File: src/rtl/johnson_arb_ctrl_if.sv
// Request/grant bundle for johnson_arb_ctrl: requests and burst lengths in,
// one-hot grant, Johnson phase and status out.
interface johnson_arb_ctrl_if;
    logic [1:0] req;
    logic [3:0] len0;
    logic [3:0] len1;
    logic [1:0] gnt;
    logic [3:0] phase;
    logic       step;
    logic       busy;
    logic       done;

    modport master (
        output req, len0, len1,
        input  gnt, phase, step, busy, done
    );

    modport slave (
        input  req, len0, len1,
        output gnt, phase, step, busy, done
    );
endinterface

File: src/rtl/johnson_arb_ctrl.sv
// Two-requester round-robin burst controller stepping a 4-bit Johnson phase.
// Build option: define JOHNSON_PHASE_RESTART_EN to restart the phase at 0 on every grant.
module johnson_arb_ctrl (
    input  logic              clk,
    input  logic              rst,
    johnson_arb_ctrl_if.slave bus
);

    typedef enum logic [1:0] {
        IDLE = 2'd0,
        RUN  = 2'd1,
        DONE = 2'd2
    } state_t;

    state_t     state;
    logic [1:0] gnt_q;
    logic [3:0] phase_q;
    logic [3:0] cnt;
    logic       ptr;
    logic       step_q;
    logic       busy_q;
    logic       done_q;

    logic       win;
    logic       owner_req;

    // Any code outside the eight-state Johnson ring falls back to 0.
    function automatic logic [3:0] johnson_next(input logic [3:0] x);
        logic [3:0] nxt;
        case (x)
            4'd0, 4'd8, 4'd12, 4'd14,
            4'd15, 4'd7, 4'd3, 4'd1: nxt = {~x[0], x[3:1]};
            default:                 nxt = '0;
        endcase
        return nxt;
    endfunction

    always_comb begin
        win       = 1'b0;
        owner_req = 1'b0;
        if (bus.req == 2'b11)
            win = ptr;
        else
            win = bus.req[1];
        owner_req = |(gnt_q & bus.req);
    end

    always_ff @(posedge clk or posedge rst) begin
        if (rst) begin
            state   <= IDLE;
            gnt_q   <= '0;
            phase_q <= '0;
            cnt     <= '0;
            ptr     <= 1'b0;
            step_q  <= 1'b0;
            busy_q  <= 1'b0;
            done_q  <= 1'b0;
        end else begin
            case (state)
                IDLE: begin
                    if (|bus.req) begin
                        state  <= RUN;
                        gnt_q  <= win ? 2'b10 : 2'b01;
                        cnt    <= win ? bus.len1 : bus.len0;
                        ptr    <= ~win;
                        step_q <= 1'b1;
                        busy_q <= 1'b1;
`ifdef JOHNSON_PHASE_RESTART_EN
                        phase_q <= '0;
`else
                        phase_q <= phase_q;
`endif
                    end
                end
                RUN: begin
                    // Owner dropping its request aborts without advancing the phase.
                    if (!owner_req) begin
                        state  <= IDLE;
                        gnt_q  <= '0;
                        step_q <= 1'b0;
                        busy_q <= 1'b0;
                    end else begin
                        phase_q <= johnson_next(phase_q);
                        if (cnt == 4'd0) begin
                            state  <= DONE;
                            gnt_q  <= '0;
                            step_q <= 1'b0;
                            done_q <= 1'b1;
                        end else begin
                            cnt <= cnt - 4'd1;
                        end
                    end
                end
                DONE: begin
                    state  <= IDLE;
                    done_q <= 1'b0;
                    busy_q <= 1'b0;
                end
                default: begin
                    state  <= IDLE;
                    gnt_q  <= '0;
                    step_q <= 1'b0;
                    busy_q <= 1'b0;
                    done_q <= 1'b0;
                end
            endcase
        end
    end

    assign bus.gnt   = gnt_q;
    assign bus.phase = phase_q;
    assign bus.step  = step_q;
    assign bus.busy  = busy_q;
    assign bus.done  = done_q;

endmodule

File: src/flat_wrapper.sv
// flat-port wrapper written by rule: the top's interface ports become plain ports
module johnson_arb_ctrl_flat 
  (clk, rst, bus_req, bus_len0, bus_len1, bus_gnt, bus_phase, bus_step, bus_busy, bus_done);
  johnson_arb_ctrl_if bus_i ();
  input  logic clk;
  input  logic rst;
  input wire logic [$bits(bus_i.req)-1:0] bus_req;
  input wire logic [$bits(bus_i.len0)-1:0] bus_len0;
  input wire logic [$bits(bus_i.len1)-1:0] bus_len1;
  output wire logic [$bits(bus_i.gnt)-1:0] bus_gnt;
  output wire logic [$bits(bus_i.phase)-1:0] bus_phase;
  output wire logic [$bits(bus_i.step)-1:0] bus_step;
  output wire logic [$bits(bus_i.busy)-1:0] bus_busy;
  output wire logic [$bits(bus_i.done)-1:0] bus_done;
  assign bus_i.req = bus_req;
  assign bus_i.len0 = bus_len0;
  assign bus_i.len1 = bus_len1;
  assign bus_gnt = bus_i.gnt;
  assign bus_phase = bus_i.phase;
  assign bus_step = bus_i.step;
  assign bus_busy = bus_i.busy;
  assign bus_done = bus_i.done;
  johnson_arb_ctrl u_core (.clk(clk), .rst(rst), .bus(bus_i));
endmodule
File: config.mk
export PLATFORM = sky130hd
export DESIGN_NAME = johnson_arb_ctrl_flat
export DESIGN_NICKNAME = d
export VERILOG_FILES = /design/src/rtl/johnson_arb_ctrl_if.sv /design/src/rtl/johnson_arb_ctrl.sv /design/src/flat_wrapper.sv
export SDC_FILE = /design/constraint.sdc
export NUM_CORES = 1
export LEC_CHECK = 0
export ABC_AREA = 1
export ABC_CLOCK_PERIOD_IN_PS = 1400
export BUFFER_PORTS_ARGS = -buffer_cell sky130_fd_sc_hd__buf_2
export CORE_MARGIN = 1.5
export CORE_UTILIZATION = 51
export CTS_CLUSTER_DIAMETER = 40
export DETAILED_ROUTE_END_ITERATION = 16
export PLACE_DENSITY_LB_ADDON = 0.05
export REMOVE_ABC_BUFFERS = 1
export SETUP_SLACK_MARGIN = 0.3
export SLEW_MARGIN = 5
export SYNTH_ARGS = -nofsm -noshare
export SYNTH_HDL_FRONTEND = slang
export SYNTH_SLANG_ARGS = --single-unit
File: constraint.sdc
create_clock -name clk -period 1.4 [get_ports clk]
set_clock_uncertainty 0.05 [all_clocks]
set_input_delay 0.28 -clock clk [delete_from_list [all_inputs] [get_ports clk]]
set_output_delay 0.28 -clock clk [all_outputs]
set_load 0.03 [all_outputs]
==> results of run 1 <==
## worst max path at each step
stage                                           start                             to  slack [ps]  depth (start not counted)
after detailed placement    u_core.cnt[0]$_DFFE_PP0P_  u_core.bus.gnt[1]$_DFFE_PP0P_          30                          7
after global placement      u_core.cnt[0]$_DFFE_PP0P_  u_core.bus.gnt[1]$_DFFE_PP0P_         100                          7
final                       u_core.cnt[1]$_DFFE_PP0P_  u_core.bus.gnt[1]$_DFFE_PP0P_         200                          7
after floorplan             u_core.cnt[0]$_DFFE_PP0P_  u_core.bus.gnt[1]$_DFFE_PP0P_         170                          7
after CTS                 u_core.state[1]$_DFFE_PP0P_      u_core.cnt[1]$_DFFE_PP0P_         200                          8
after global routing        u_core.cnt[1]$_DFFE_PP0P_      u_core.cnt[1]$_DFFE_PP0P_         120                          7
## synthesized netlist by cell type (2+ instances only)
cell type	instances
inv_1	16
o21ai_0	4
nor2_1	4
nand2_2	2
o21ai_1	4
inv_2	4
dfrtp_1	16
nor2_4	2
nand2_1	40
nand3_1	19
## repair_timing
action                                 CTS  global route
hold buffers                             1             0
gates resized for setup                 32             8
setup buffers                           13             2
setup endpoints to repair               24            25
cloned                                   0             0
endpoints found under the hold margin   16             0
pin swaps                               10             6
## cells by family (layout without fill, tap and decap cells)
kind of cell	count (synthesis)	after routing
buffers and inverters	21	62
AO/OA/AOI/OAI	9	9
flip-flops	16	16
adder cells (fa/ha/maj)	1	1
AND/OR/NAND/NOR	72	72
## power breakdown
part	internal [mW]	leakage, nW	total, mW	switching, mW
clock network	0.159	0.0210	0.309	0.151
registers	0.668	0.199	0.828	0.160
logic	0.864	0.473	1.94	1.08
total	1.69	0.692	3.08	1.39
## state kept, by name (all words and copies together), names as in the netlist
name / count
u_core.bus.step: 1
u_core.bus.done: 1
u_core.ptr: 1
u_core.bus.busy: 1
u_core.state: 2
u_core.bus.phase: 4
u_core.cnt: 4
u_core.bus.gnt: 2
## per-layer routing
layer,wire (um),global-route usage (%),vias to the layer above
met3,103,4.90,4
met1,880,27.6,401
met5,0,0,-
li1,-,-,453
met2,1010,41.7,33
met4,46,14.5,0
## worst reg2reg max path: stages (launching register included)
cell	delay [ps]
dfrtp_1	410
inv_2	80
ha_4	150
nand3_4	100
nand3_4	90
nand2_1	100
nand2_1	80
o21ai_1	60
## per-stage QoR
| stage | util, % | total power [mW] |
|---|---|---|
| floorplan | - | 1.79 |
| global placement | 64.6 | 2.06 |
| detailed placement | 64.6 | 2.10 |
| CTS | 80.6 | 2.97 |
| global route | 82.3 | 3.31 |
| finish | 82.3 | 3.08 |
## final cells by class
cell class	instances	area, sq um
Clock buffer	4	36.3
Multi-Input combinational cell	82	452
Inverter	21	86.3
Tap cell	16	20.0
Sequential cell	16	402
Fill cell	107	277
Timing Repair Buffer	37	287
==> run summary, run 1 <==
Subtracting the final worst setup slack from the clock period gives 1200 ps. The mapped cell area is 880 sq um. For this design the top-level I/O count stands at 21.

The post-route fraction of the period consumed by the critical path came out at 86.0%. TritonCTS built the clock tree. For the pin with the worst max-slew slack, the measured transition is 213 ps. The worst slack on hold paths came out at 281 ps. Leaving out fill and tap cells, the most frequent cell in the layout is nand2_1. The width of the die came out at 44.5 um. The cell count after synthesis is 119. CTS built an H-tree with a depth of 1. In the layout the commonest cells are nand2_1 (35), nand3_1 (16), buf_4 (16). The insertion delay of the later-clocked pin in the worst-skew pair is 290 ps.

The final net count came out at 174. Yosys printed 0 warnings. The area of the die came out at 1980 sq um. Across all register-to-register paths, the minimum setup slack is 200 ps. STA classifies the critical path startpoint as a flip-flop.

The final-report max-slew violation count is 0. The average detailed-routed wire length per instance is 11.6 um. The fraction of final layout cells with drive strength greater than 1 is 42.5%. The detailed router finished its first iteration with 25 violations.

Measured along the y axis, the die boundary spans 44.5 um. The wire length of the first global-routing pass is 3350 um. Across all setup checks in the final design, the least slack found is 196 ps.

The reported max-cap violation count is 0. The static power due to leakage is 0.692 nW. The number of antenna violations at the first check in global routing is 0. The number of buffers and inverters on the critical path came out at 1.

The data required time at the worst endpoint came out at 1540 ps. The worst-case IR drop observed on VDD is 1270 uV. The cell count of the worst reg-to-reg path came out at 7. Counting flops and latches in the post-synthesis netlist gives 16. Once the floorplan was initialized, standard cells occupied 56.4% of the core. Across all layers, the routed design uses 891 vias. The worst hold path stage count came out at 5. Among all stages on the critical path, the largest delay is contributed by dfrtp_1. The number of sinks handled by clock tree synthesis is 16.

Among all flip-flop cells after synthesis, the most frequent one is dfrtp_1. Setup violations remaining at the end of the flow were counted as 0. The root buffer cell chosen for the clock tree is clkbuf_4. The fraction of synthesis flops using an asynchronous set or reset pin is 100%. The final design area excluding fillers is 1280 sq um. In this run the most critical hold path is launched from bus_len0[1]. The largest net degree at the start of global routing came out at 17.

The overall global routing resource usage came out at 24.4%. The clock transition at the registers of the reported paths came out at 90 ps. At the end of routability-driven placement, the weighted congestion stood at 0.819. The critical setup path kind is reg2reg.

STA classifies the critical path endpoint as a flip-flop. The via density per instance came out at 5.06. In this run, distinct cell masters in the synthesized netlist total 18. Data on the critical path arrives at its endpoint at 1340 ps. The post-synthesis share of cell area spent on xor and xnor gates is 0%.

The worst max-slew margin expressed relative to the limit came out at 85.8%. The highest clock frequency the design can meet came out at 831 MHz. After detailed routing, the number of remaining DRC violations is 2.

The area share of the leading cell type in the synthesized netlist is 45.5%. In this run the remaining antenna-violating nets after routing total 0. Yosys attributes the largest share of cell area to dfrtp_1 (46%), nand2_1 (17%), nand3_1 (11%), inv_1 (6.8%), nor2_4 (2.6%). The worst register-to-register path ends at u_core.bus.gnt[1]$_DFFE_PP0P_.

The synthesized-area fraction occupied by adder cells came out at 1.42%. The global-route congestion overflow total is 0. The first detailed-routing pass took 10 iterations. The setup slack at placement is 34.0 ps. The reg-to-reg startpoint is u_core.cnt[1]$_DFFE_PP0P_. After synthesis, the largest family of logic cells by area is simple AND/OR/NAND/NOR gates.

The number of non-filler instances in the completed layout came out at 176. In the synthesized netlist, mux cells make up 0% of the area. The post-detailed-placement half-perimeter wirelength is 1310 um. The number of placed instances, taps included, is 156. The power density over cell area is 2400 nW/um^2. The class of the most critical hold timing path is in2reg. The number of input and output port buffers inserted came out at 20. Setup repair after global routing could not meet its margin everywhere. The number of antenna repair diodes came out at 0.

The checks that failed: DRC. The synthesized netlist devotes 5.12% of its cell area to compound gates. Dividing the synthesized area by the synthesized cell count gives 7.39 sq um. Setup total negative slack on the finished layout was measured at 0 ps.

The initialized floorplan defines 14 standard-cell rows. The area of the core came out at 1560 sq um. The number of clock buffers inserted by TritonCTS is 3. The clock passes through at most 2 buffers.

The post-synthesis sequential area ratio came out at 45.5%. The critical path goes through inv_2 > ha_4 > nand3_4 > nand3_4 > nand2_1 > nand2_1 > o21ai_1. The run finished, with violations left. Once placement finished, the instance area stood at 1010 sq um. Wires add up to 2040 um. The via count of the first global-routing pass came out at 787. The largest driver fanout on the critical path came out at 3.

The total count of hold-check failures in the final report came out at 0. The worst hold endpoint is u_core.cnt[1]$_DFFE_PP0P_. Of all cell types, the one taking the most synthesized area is dfrtp_1. The synthesized design contains 0 enable-type register cells.

Grouping stages by cell kind, the critical path spends the most delay in flip-flops. The longest individual stage delay on the worst path came out at 410 ps. Summing the areas of all and, or, nand and nor instances in the mapped netlist gives 38.8% of the synthesized area. The layout overhead on the synthesized area came out at 45.8%.
(Power assumes the default switching activity.)
==> run 2, diff against run 1 <==
--- a/config.mk
+++ b/config.mk
@@ -10,8 +10,9 @@
 export BUFFER_PORTS_ARGS = -buffer_cell sky130_fd_sc_hd__buf_2
 export CORE_MARGIN = 1.5
 export CORE_UTILIZATION = 51
-export CTS_CLUSTER_DIAMETER = 40
+export CTS_CLUSTER_DIAMETER = 30
 export DETAILED_ROUTE_END_ITERATION = 16
+export HOLD_SLACK_MARGIN = 0.08
 export PLACE_DENSITY_LB_ADDON = 0.05
 export REMOVE_ABC_BUFFERS = 1
 export SETUP_SLACK_MARGIN = 0.3
==> constraint.sdc (replaced) <==
create_clock -name clk -period 1.4 [get_ports clk]
set_clock_uncertainty 0.05 [all_clocks]
set_input_delay 0.28 -clock clk [delete_from_list [all_inputs] [get_ports clk]]
set_output_delay 0.28 -clock clk [all_outputs]
set_load 0.01 [all_outputs]
==> run summary, run 2 (same netlist as run 1, synthesis figures left out) <==
The final sum of negative setup slack came out at 0 ps. The worst slack on hold paths is 278 ps. The number of buffers and inverters on the critical path is 1. The layout overhead on the synthesized area is 40.0%. The H-tree depth came out at 1. The site row count came out at 14. The reported max-cap violation count is 0. The number of filler instances in the final layout is 123. The number of antenna violations at the first check in global routing came out at 0. The clock transition at the registers of the reported paths is 90 ps. The overall global routing resource usage is 22.9%. The nature of the critical path endpoint is a flip-flop.

The data required time at the worst endpoint came out at 1540 ps. The kind of start point of the critical path is a flip-flop. The run finished, with violations left. The detail route stage leaves a number of antenna-violating nets equal to 0. Summed over all nets, the half-perimeter wirelength after detailed placement is 1310 um. The number of clock buffers inserted by TritonCTS came out at 3.

The startpoint identified for the worst register-to-register timing path is u_core.cnt[1]$_DFFE_PP0P_. IR analysis of the VDD net gives a maximum drop of 1220 uV. The wire length of the first global-routing pass came out at 3240 um. The critical path starts at u_core.cnt[1]$_DFFE_PP0P_. The power density over cell area came out at 2240 nW/um^2. The number of sinks handled by clock tree synthesis is 16. The checks that failed: DRC.

After the flow finishes, the layout carries non-filler instances totaling 177. The tree is rooted in a clkbuf_4. Counting along the longest clock path gives a buffer depth of 2. The final-report max-slew violation count came out at 0. The total count of hold-check failures in the final report came out at 0. The total routed wirelength came out at 2040 um. Leaving out fill and tap cells, the most frequent cell in the layout is nand2_1. The critical path goes through inv_2 > ha_4 > nand3_4 > nand3_4 > nand2_1 > nand2_1 > o21ai_1. After detailed routing, the number of vias per cell comes to 5.05. The post-route DRC violation count came out at 2.

0 antenna diodes ended up in the layout. The region available for standard cell placement spans 1560 sq um. The longest individual stage delay on the worst path is 410 ps.

The via count of the first global-routing pass is 785. The area of the die is 1980 sq um. The total number of vias is 893.

The final net count came out at 175. The standard cell with the maximum stage delay on the critical path is dfrtp_1. The initial core utilization came out at 56.4%.

The utilization of the core after routing came out at 79.0%. In this run the cell area measured after placement is 1010 sq um. The tightest min-delay check is of the in2reg type. In this run the tightest slew margin relative to its limit is 85.3%. The data arrival at the endpoint of the critical path came out at 1350 ps. The global placer's final weighted congestion came out at 0.819.

The time the worst path needs with I/O delays and setup came out at 1210 ps. The flop-to-flop setup slack is 190 ps. The setup slack at placement is 34.0 ps. The worst path meets setup with 194 ps of slack. The largest net degree at the start of global routing came out at 17. The overall power after layout is 2.76 mW. The final design area excluding fillers came out at 1230 sq um. Setup violations remaining at the end of the flow were counted as 0. The worst-margin pin slew is 220 ps. For this run the aggregate overflow at the end of global routing stands at 0. The detailed-routing iteration count for the pre-antenna-repair pass came out at 10. The TritonCTS clock tree is built. Setup repair after global routing could not meet its margin everywhere. The highest clock frequency the design can meet is 829 MHz. The static power due to leakage is 0.679 nW. The y dimension of the die is 44.5 um. The fraction of final layout cells with drive strength greater than 1 came out at 42.9%. The number of top-level pins came out at 21.

The number of violations reported at the end of detailed-routing iteration 0 is 11. The insertion delay of the later-clocked pin in the worst-skew pair is 290 ps. In the layout the commonest cells are nand2_1 (35), buf_2 (20), nand3_1 (17), buf_4 (17), dfrtp_1 (15). In this design, the largest share of critical-path delay is due to flip-flops. The largest driver fanout on the critical path came out at 3.

The final critical path takes up 86.2% of the cycle. The critical setup path kind is reg2reg. The number of input and output port buffers inserted came out at 20.

The average detailed-routed wire length per instance is 11.5 um. The width of the die is 44.5 um. The origin of the worst min-delay path is bus_len0[1]. The number of placed instances, taps included, is 156.
run 2: worst paths after layout:
check	depth (start not counted)	endpoint
setup / recovery	7	u_core.bus.gnt[1]$_DFFE_PP0P_
hold / removal	5	u_core.cnt[1]$_DFFE_PP0P_
setup reg to reg	7	u_core.bus.gnt[1]$_DFFE_PP0P_
hold reg to reg	2	u_core.bus.gnt[0]$_DFFE_PP0P_
max in group asynchronous	4	u_core.state[1]$_DFFE_PP0P_
min in group asynchronous	4	u_core.bus.phase[0]$_DFFE_PP0P_
run 2: final cells by class:
type | instances | area (sq um) | area share, %
repair buffers | 38 | 238 | 19.3
inverters | 21 | 86.3 | 7.01
flip-flops and latches | 16 | 402 | 32.6
well taps | 16 | 20.0 | 1.63
multi-input cells | 82 | 449 | 36.5
clock buffers | 4 | 36.3 | 2.95
run 2: power by group:
| group | internal [mW] | switching, mW |
|---|---|---|
| clock | 0.159 | 0.154 |
| sequential | 0.667 | 0.130 |
| combinational | 0.747 | 0.907 |
| total | 1.57 | 1.19 |
run 2: worst min-delay path, delay by kind of cell:
family | cells | cell delay, ps
buffers and inverters | 1 | 70
AND/OR/NAND/NOR | 4 | 230
run 2: what timing repair did:
action / 4_1_cts / 5_1_grt
buffers inserted: 13 / 3
endpoints found under the setup margin: 24 / 24
resized for setup: 13 / 9
hold buffers: 1 / 0
pin swaps: 10 / 6
hold endpoints to repair: 16 / 0
run 2: per-layer routing:
metal	track usage (%)	share of wire, %	wire length [um]	up-vias
li1	-	-	-	461
met4	12.7	2.0	41	0
met5	0	0	0	-
met2	38.6	52	1060	22
met3	3.67	3.3	67	5
met1	27.6	43	870	405
==> run 3, diff against run 2 <==
--- a/config.mk
+++ b/config.mk
@@ -5,7 +5,7 @@
 export SDC_FILE = /design/constraint.sdc
 export NUM_CORES = 1
 export LEC_CHECK = 0
-export ABC_AREA = 1
+export ABC_AREA = 0
 export ABC_CLOCK_PERIOD_IN_PS = 1400
 export BUFFER_PORTS_ARGS = -buffer_cell sky130_fd_sc_hd__buf_2
 export CORE_MARGIN = 1.5
==> run summary, run 3 <==
In this run the vertical extent of the chip is 44.6 um. The H-tree depth is 1. The average instance area after synthesis is 9.91 sq um. The last worst endpoint in the global-route repair_timing is u_core.cnt[1]$_DFFE_PP0P_/D. The number of clock buffers inserted by TritonCTS came out at 3.

Entering global routing, the biggest net connects 13 pins. The initial core utilization is 56.6%. Among all flip-flop cells after synthesis, the most frequent one is dfrtp_1.

The number of enable-type register cells in the synthesized netlist came out at 0. Of all cell types, the one taking the most synthesized area is dfrtp_1. Summed over its instances, the top area cell type makes up 45.4% of the synthesized netlist area. The flow did not finish. The width of the die came out at 44.6 um.

The number of top-level pins came out at 21. The number of warnings reported in the yosys synthesis log came out at 0. Row generation in the floorplan step produced 14 rows. The total of flip-flops plus latches after synthesis is 16. The post-detailed-placement half-perimeter wirelength came out at 1640 um. The cell count after synthesis is 89.

The fraction of synthesis flops using an asynchronous set or reset pin is 100%. After the last repair the worst path ends at a register input. The run ended at global routing (5_1_grt). The most common cell in the synthesized netlist is dfrtp_1.

The root buffer cell chosen for the clock tree is clkbuf_4. The commonest cells after synthesis are dfrtp_1 (16), nor2_1 (11), nand2_1 (8). The maximum buffer depth of the clock tree came out at 2. During placement, the flow inserted port buffers numbering 20. For this design, the sink count on the clock tree is 16.

By area the synthesized netlist is led by dfrtp_1 (45%), o31ai_1 (5.1%), nor2_1 (4.7%), bufbuf_16 (3.7%), nand2_1 (3.4%). The number of distinct library cell variants in the gate-level netlist after synthesis is 33. After synthesis, flip-flops and latches occupy 45.4% of the total area. The mapped cell area came out at 882 sq um. The global placer's final weighted congestion came out at 0.767. The first error in the log reads "[ERROR DPL-0038] Utilization greater than 100%, impossible to legalize".
run 3: cell count changes after synthesis, moves of 3 or more:
| cell | previous run | this run |
|---|---|---|
| nor2_1 | 4 | 11 |
| nand3_1 | 19 | 2 |
| a21oi_1 | 1 | 4 |
| o31ai_1 | 0 | 6 |
| nand2_1 | 40 | 8 |
| inv_1 | 16 | 5 |
| inv_2 | 4 | 1 |
| and3_1 | 0 | 3 |
run 3: through the flow:
step	cells	worst slack, ps	util, %	TNS (ps)	cell area [sq um]
after floorplan	88	-204	-	-456	850
after global placement	148	-160	73.8	-812	1150
after detailed placement	148	-236	73.8	-1310	1150
after CTS	166	-198	90.5	-1270	1410
run 3: cell families after synthesis:
logic type / Yosys count / share of synthesized area (%)
AO/OA/AOI/OAI: 29 / 24.4
XOR/XNOR: 1 / 0.993
adder cells (fa/ha/maj): 1 / 1.42
buffers and inverters: 7 / 6.24
flip-flops: 16 / 45.4
multiplexers: 2 / 2.27
AND/OR/NAND/NOR: 33 / 19.3
run 3: what timing repair did:
| action | 4_1_cts |
|---|---|
| endpoints found under the setup margin | 25 |
| hold buffers | 1 |
| cloned | 1 |
| setup buffers | 12 |
| gates resized for setup | 29 |
| pin swaps | 9 |
| endpoints found under the hold margin | 16 |
==> run 4, diff against run 3 <==
--- a/config.mk
+++ b/config.mk
@@ -8,14 +8,11 @@
 export ABC_AREA = 0
 export ABC_CLOCK_PERIOD_IN_PS = 1400
 export BUFFER_PORTS_ARGS = -buffer_cell sky130_fd_sc_hd__buf_2
-export CORE_MARGIN = 1.5
-export CORE_UTILIZATION = 51
-export CTS_CLUSTER_DIAMETER = 30
+export CORE_AREA = 2 2 63 65
 export DETAILED_ROUTE_END_ITERATION = 16
-export HOLD_SLACK_MARGIN = 0.08
-export PLACE_DENSITY_LB_ADDON = 0.05
+export DIE_AREA = 0 0 65 67
+export PLACE_DENSITY_LB_ADDON = 0.15
 export REMOVE_ABC_BUFFERS = 1
-export SETUP_SLACK_MARGIN = 0.3
 export SLEW_MARGIN = 5
 export SYNTH_ARGS = -nofsm -noshare
 export SYNTH_HDL_FRONTEND = slang
==> run summary, run 4 <==
The flow ran to the end, but the final reports show violations. The final reports fail on setup timing. The synthesized design contains 16 register bits. Counting flops with an async set or reset pin after synthesis yields a share of 100%. After detailed routing, the number of remaining DRC violations is 0. After floorplanning, the core was sized to cover 3610 sq um. The post-synthesis sequential area ratio came out at 45.4%. The final-report max-slew violation count is 0. The total routed wirelength came out at 2160 um. After detailed routing, the average wire length per cell comes to 11.3 um. The highest clock frequency the design can meet is 648 MHz. The total number of vias came out at 821. Setup repair after global routing could not meet its margin everywhere. The number of antenna violations at the first check in global routing came out at 0. The critical path is of the reg2reg type. The wire length of the first global-routing pass came out at 3690 um.

The number of enable-type register cells in the synthesized netlist is 0. The post-layout worst setup margin came out at -142 ps. The root buffer cell is clkbuf_8.

Relative to the synthesized area, the layout overhead comes to 50.1%. The post-detailed-placement half-perimeter wirelength came out at 1710 um. The number of distinct library cell variants in the gate-level netlist after synthesis came out at 33.

The number of buffers and inverters on the critical path is 2. The clock transition at the registers of the reported paths is 60 ps. The most used flip-flop cell after synthesis is dfrtp_1. The synthesized netlist occupies a cell area of 882 sq um. CTS built an H-tree with a depth of 1. The power density over cell area is 2250 nW/um^2. The largest driver fanout on the critical path is 6. The area share of the leading cell type in the synthesized netlist came out at 45.4%. The overall global routing resource usage came out at 11.3%.

Leaving out fill and tap cells, the most frequent cell in the layout is buf_4. The detail route stage leaves a number of antenna-violating nets equal to 0. The worst setup path is captured at a flip-flop. The commonest cells after synthesis are dfrtp_1 (16), nor2_1 (11), nand2_1 (8).

The post-route fraction of the period consumed by the critical path is 110%. In this design, the critical path's most frequently occurring cell is inv_2. In the post-synthesis netlist, the biggest area contributors are dfrtp_1 (45%), o31ai_1 (5.1%), nor2_1 (4.7%), bufbuf_16 (3.7%), nand2_1 (3.4%).

The worst hold path stage count is 3. The via count of the first global-routing pass is 871. The total count of hold-check failures in the final report came out at 0. The most common cell in the synthesized netlist is dfrtp_1.

The data required time at the worst endpoint is 1480 ps. The cell count of the worst reg-to-reg path came out at 7. The die covers 4360 sq um. The via density per instance came out at 4.32. Of the total power, the share spent switching nets is 37.7%. The total number of cells along the worst setup path is 7. 21 I/O pins were placed. The signal on the critical path passes through inv_2 > ha_4 > nor3b_4 > o32a_4 > inv_2 > mux2i_1 > o31ai_1. The initial core utilization came out at 24.5%.

For this run, the slowest stage of the critical path takes 360 ps. The largest net degree at the start of global routing is 17. The data arrival at the endpoint of the critical path is 1630 ps.

The number of non-filler instances in the completed layout is 190. The first TritonRoute pass finished after 4 iterations. Leaving out fill and tap cells, the most frequent cells in the layout are buf_4 (29), buf_2 (20), dfrtp_1 (16).

The number of warnings reported in the yosys synthesis log is 0. The biggest area contributor in the post-synthesis netlist is dfrtp_1. The class of the most critical hold timing path is in2reg. The width of the die came out at 65 um. The kind of cell adding the most delay to the critical path is compound AO/OA/AOI/OAI gates.

TritonCTS built the clock tree. The post-place instance area came out at 1210 sq um. The worst max-slew margin expressed relative to the limit came out at 80.6%. For this run the aggregate overflow at the end of global routing stands at 0. At the end of the flow, the number of nets in the layout was 156. The number of clock buffers inserted by TritonCTS is 3. The slowest stage of the critical path is the dfrtp_1 cell. The global placer's final weighted congestion is 0.740. The average instance area after synthesis came out at 9.91 sq um. The number of instances in the placed design came out at 183. The time the worst path needs with I/O delays and setup is 1540 ps. Max-cap violations in this run came to 0. The number of input and output port buffers inserted is 20.

The power share of the combinational group came out at 56.9%. The analysis attributes to net switching a power of 1.12 mW. VDD sags by at most 484 uV. No sink is reached through more buffers than the 2 on the longest clock path.

The site row count came out at 22. The number of violations reported at the end of detailed-routing iteration 0 is 39. The clock network fraction of total power came out at 13.8%.

The cell-internal power is 1.86 mW. The worst setup path is launched from a flip-flop. Summed over all cells, the static leakage comes to 0.646 nW.

Sequential cells burn 29.2% of the power. Summing all non-filler instances in the final layout gives an area of 1320 sq um. The fraction of final layout cells with drive strength greater than 1 is 47.2%. For the pin with the worst max-slew slack, the measured transition is 289 ps. The number of antenna repair diodes is 0.

The setup-violating endpoint count in the final report is 8. The cell count after synthesis is 89. The y dimension of the die came out at 67 um. The clock net in this run drives a total of 16 sinks. The clock reaches the later pin of the worst-skew pair after 250 ps.
## run 4: cell counts after synthesis
No cell type changed its count.
## run 4: power groups by stage
stage / Combinational [mW] / Sequential [mW] / Clock [mW]
after floorplan: 0.758 / 0.923 / 0
after global placement: 1.59 / 0.854 / 0
after detailed placement: 1.59 / 0.862 / 0
after CTS: 1.67 / 0.869 / 0.432
after global routing: 1.90 / 0.904 / 0.455
final: 1.70 / 0.871 / 0.412
## run 4: path summary, 6_finish.rpt
kind,start,endpoint,slack (ps)
max,u_core.cnt[1]$_DFFE_PP0P_,u_core.cnt[0]$_DFFE_PP0P_,-140
max reg2reg,u_core.cnt[1]$_DFFE_PP0P_,u_core.cnt[0]$_DFFE_PP0P_,-140
min reg2reg,u_core.bus.step$_DFFE_PP0P_,u_core.bus.step$_DFFE_PP0P_,420
min,bus_len1[0],u_core.cnt[0]$_DFFE_PP0P_,330
min in group asynchronous,rst,u_core.cnt[2]$_DFFE_PP0P_,530
max in group asynchronous,rst,u_core.bus.gnt[0]$_DFFE_PP0P_,580
## run 4: routing by layer
layer,vias up,track usage (%),routed length [um]
li1,428,-,-
met1,379,13.7,1030
met2,10,18.8,1050
met3,4,2.03,50
met4,0,6.38,23
met5,-,0,0
## run 4: area by class of cell
class,instances,area (sq um)
inverters,6,22.5
repair buffers,50,328
well taps,48,60.1
clock buffers,4,55.1
flip-flops and latches,16,400
multi-input cells,66,458
fillers,380,2280
## run 4: worst min-delay path, delay by kind of cell
kind / cells / cell delay, ps
AO/OA/AOI/OAI: 1 / 80
buffers and inverters: 1 / 100
multiplexers: 1 / 130
## run 4: logic make-up after synthesis
logic type,Yosys count,synth area share [%]
simple gates,33,19.3
fa+ha+maj,1,1.42
compound gates,29,24.4
buf+inv,7,6.24
xor+xnor,1,0.993
mux,2,2.27
flops,16,45.4
## run 4: repair_timing
action	4_1_cts	5_1_grt
setup buffers	1	1
hold buffers	1	0
endpoints found under the hold margin	16	0
setup endpoints to repair	8	12
pin swaps	0	1
gates resized for setup	5	3
## run 4: metrics by stage
| step | hold slack [ps] | total power [mW] | worst slack (ps) | TNS [ps] | util, % |
|---|---|---|---|---|---|
| after floorplan | 144 | 1.68 | -204 | -456 | - |
| after global placement | 253 | 2.44 | -151 | -719 | 33.6 |
| after detailed placement | 255 | 2.45 | -185 | -934 | 33.6 |
| after CTS | 327 | 2.97 | -151 | -708 | 36.2 |
| after global routing | 358 | 3.26 | -232 | -1420 | 36.7 |
| final | 327 | 2.98 | -142 | -587 | 36.7 |
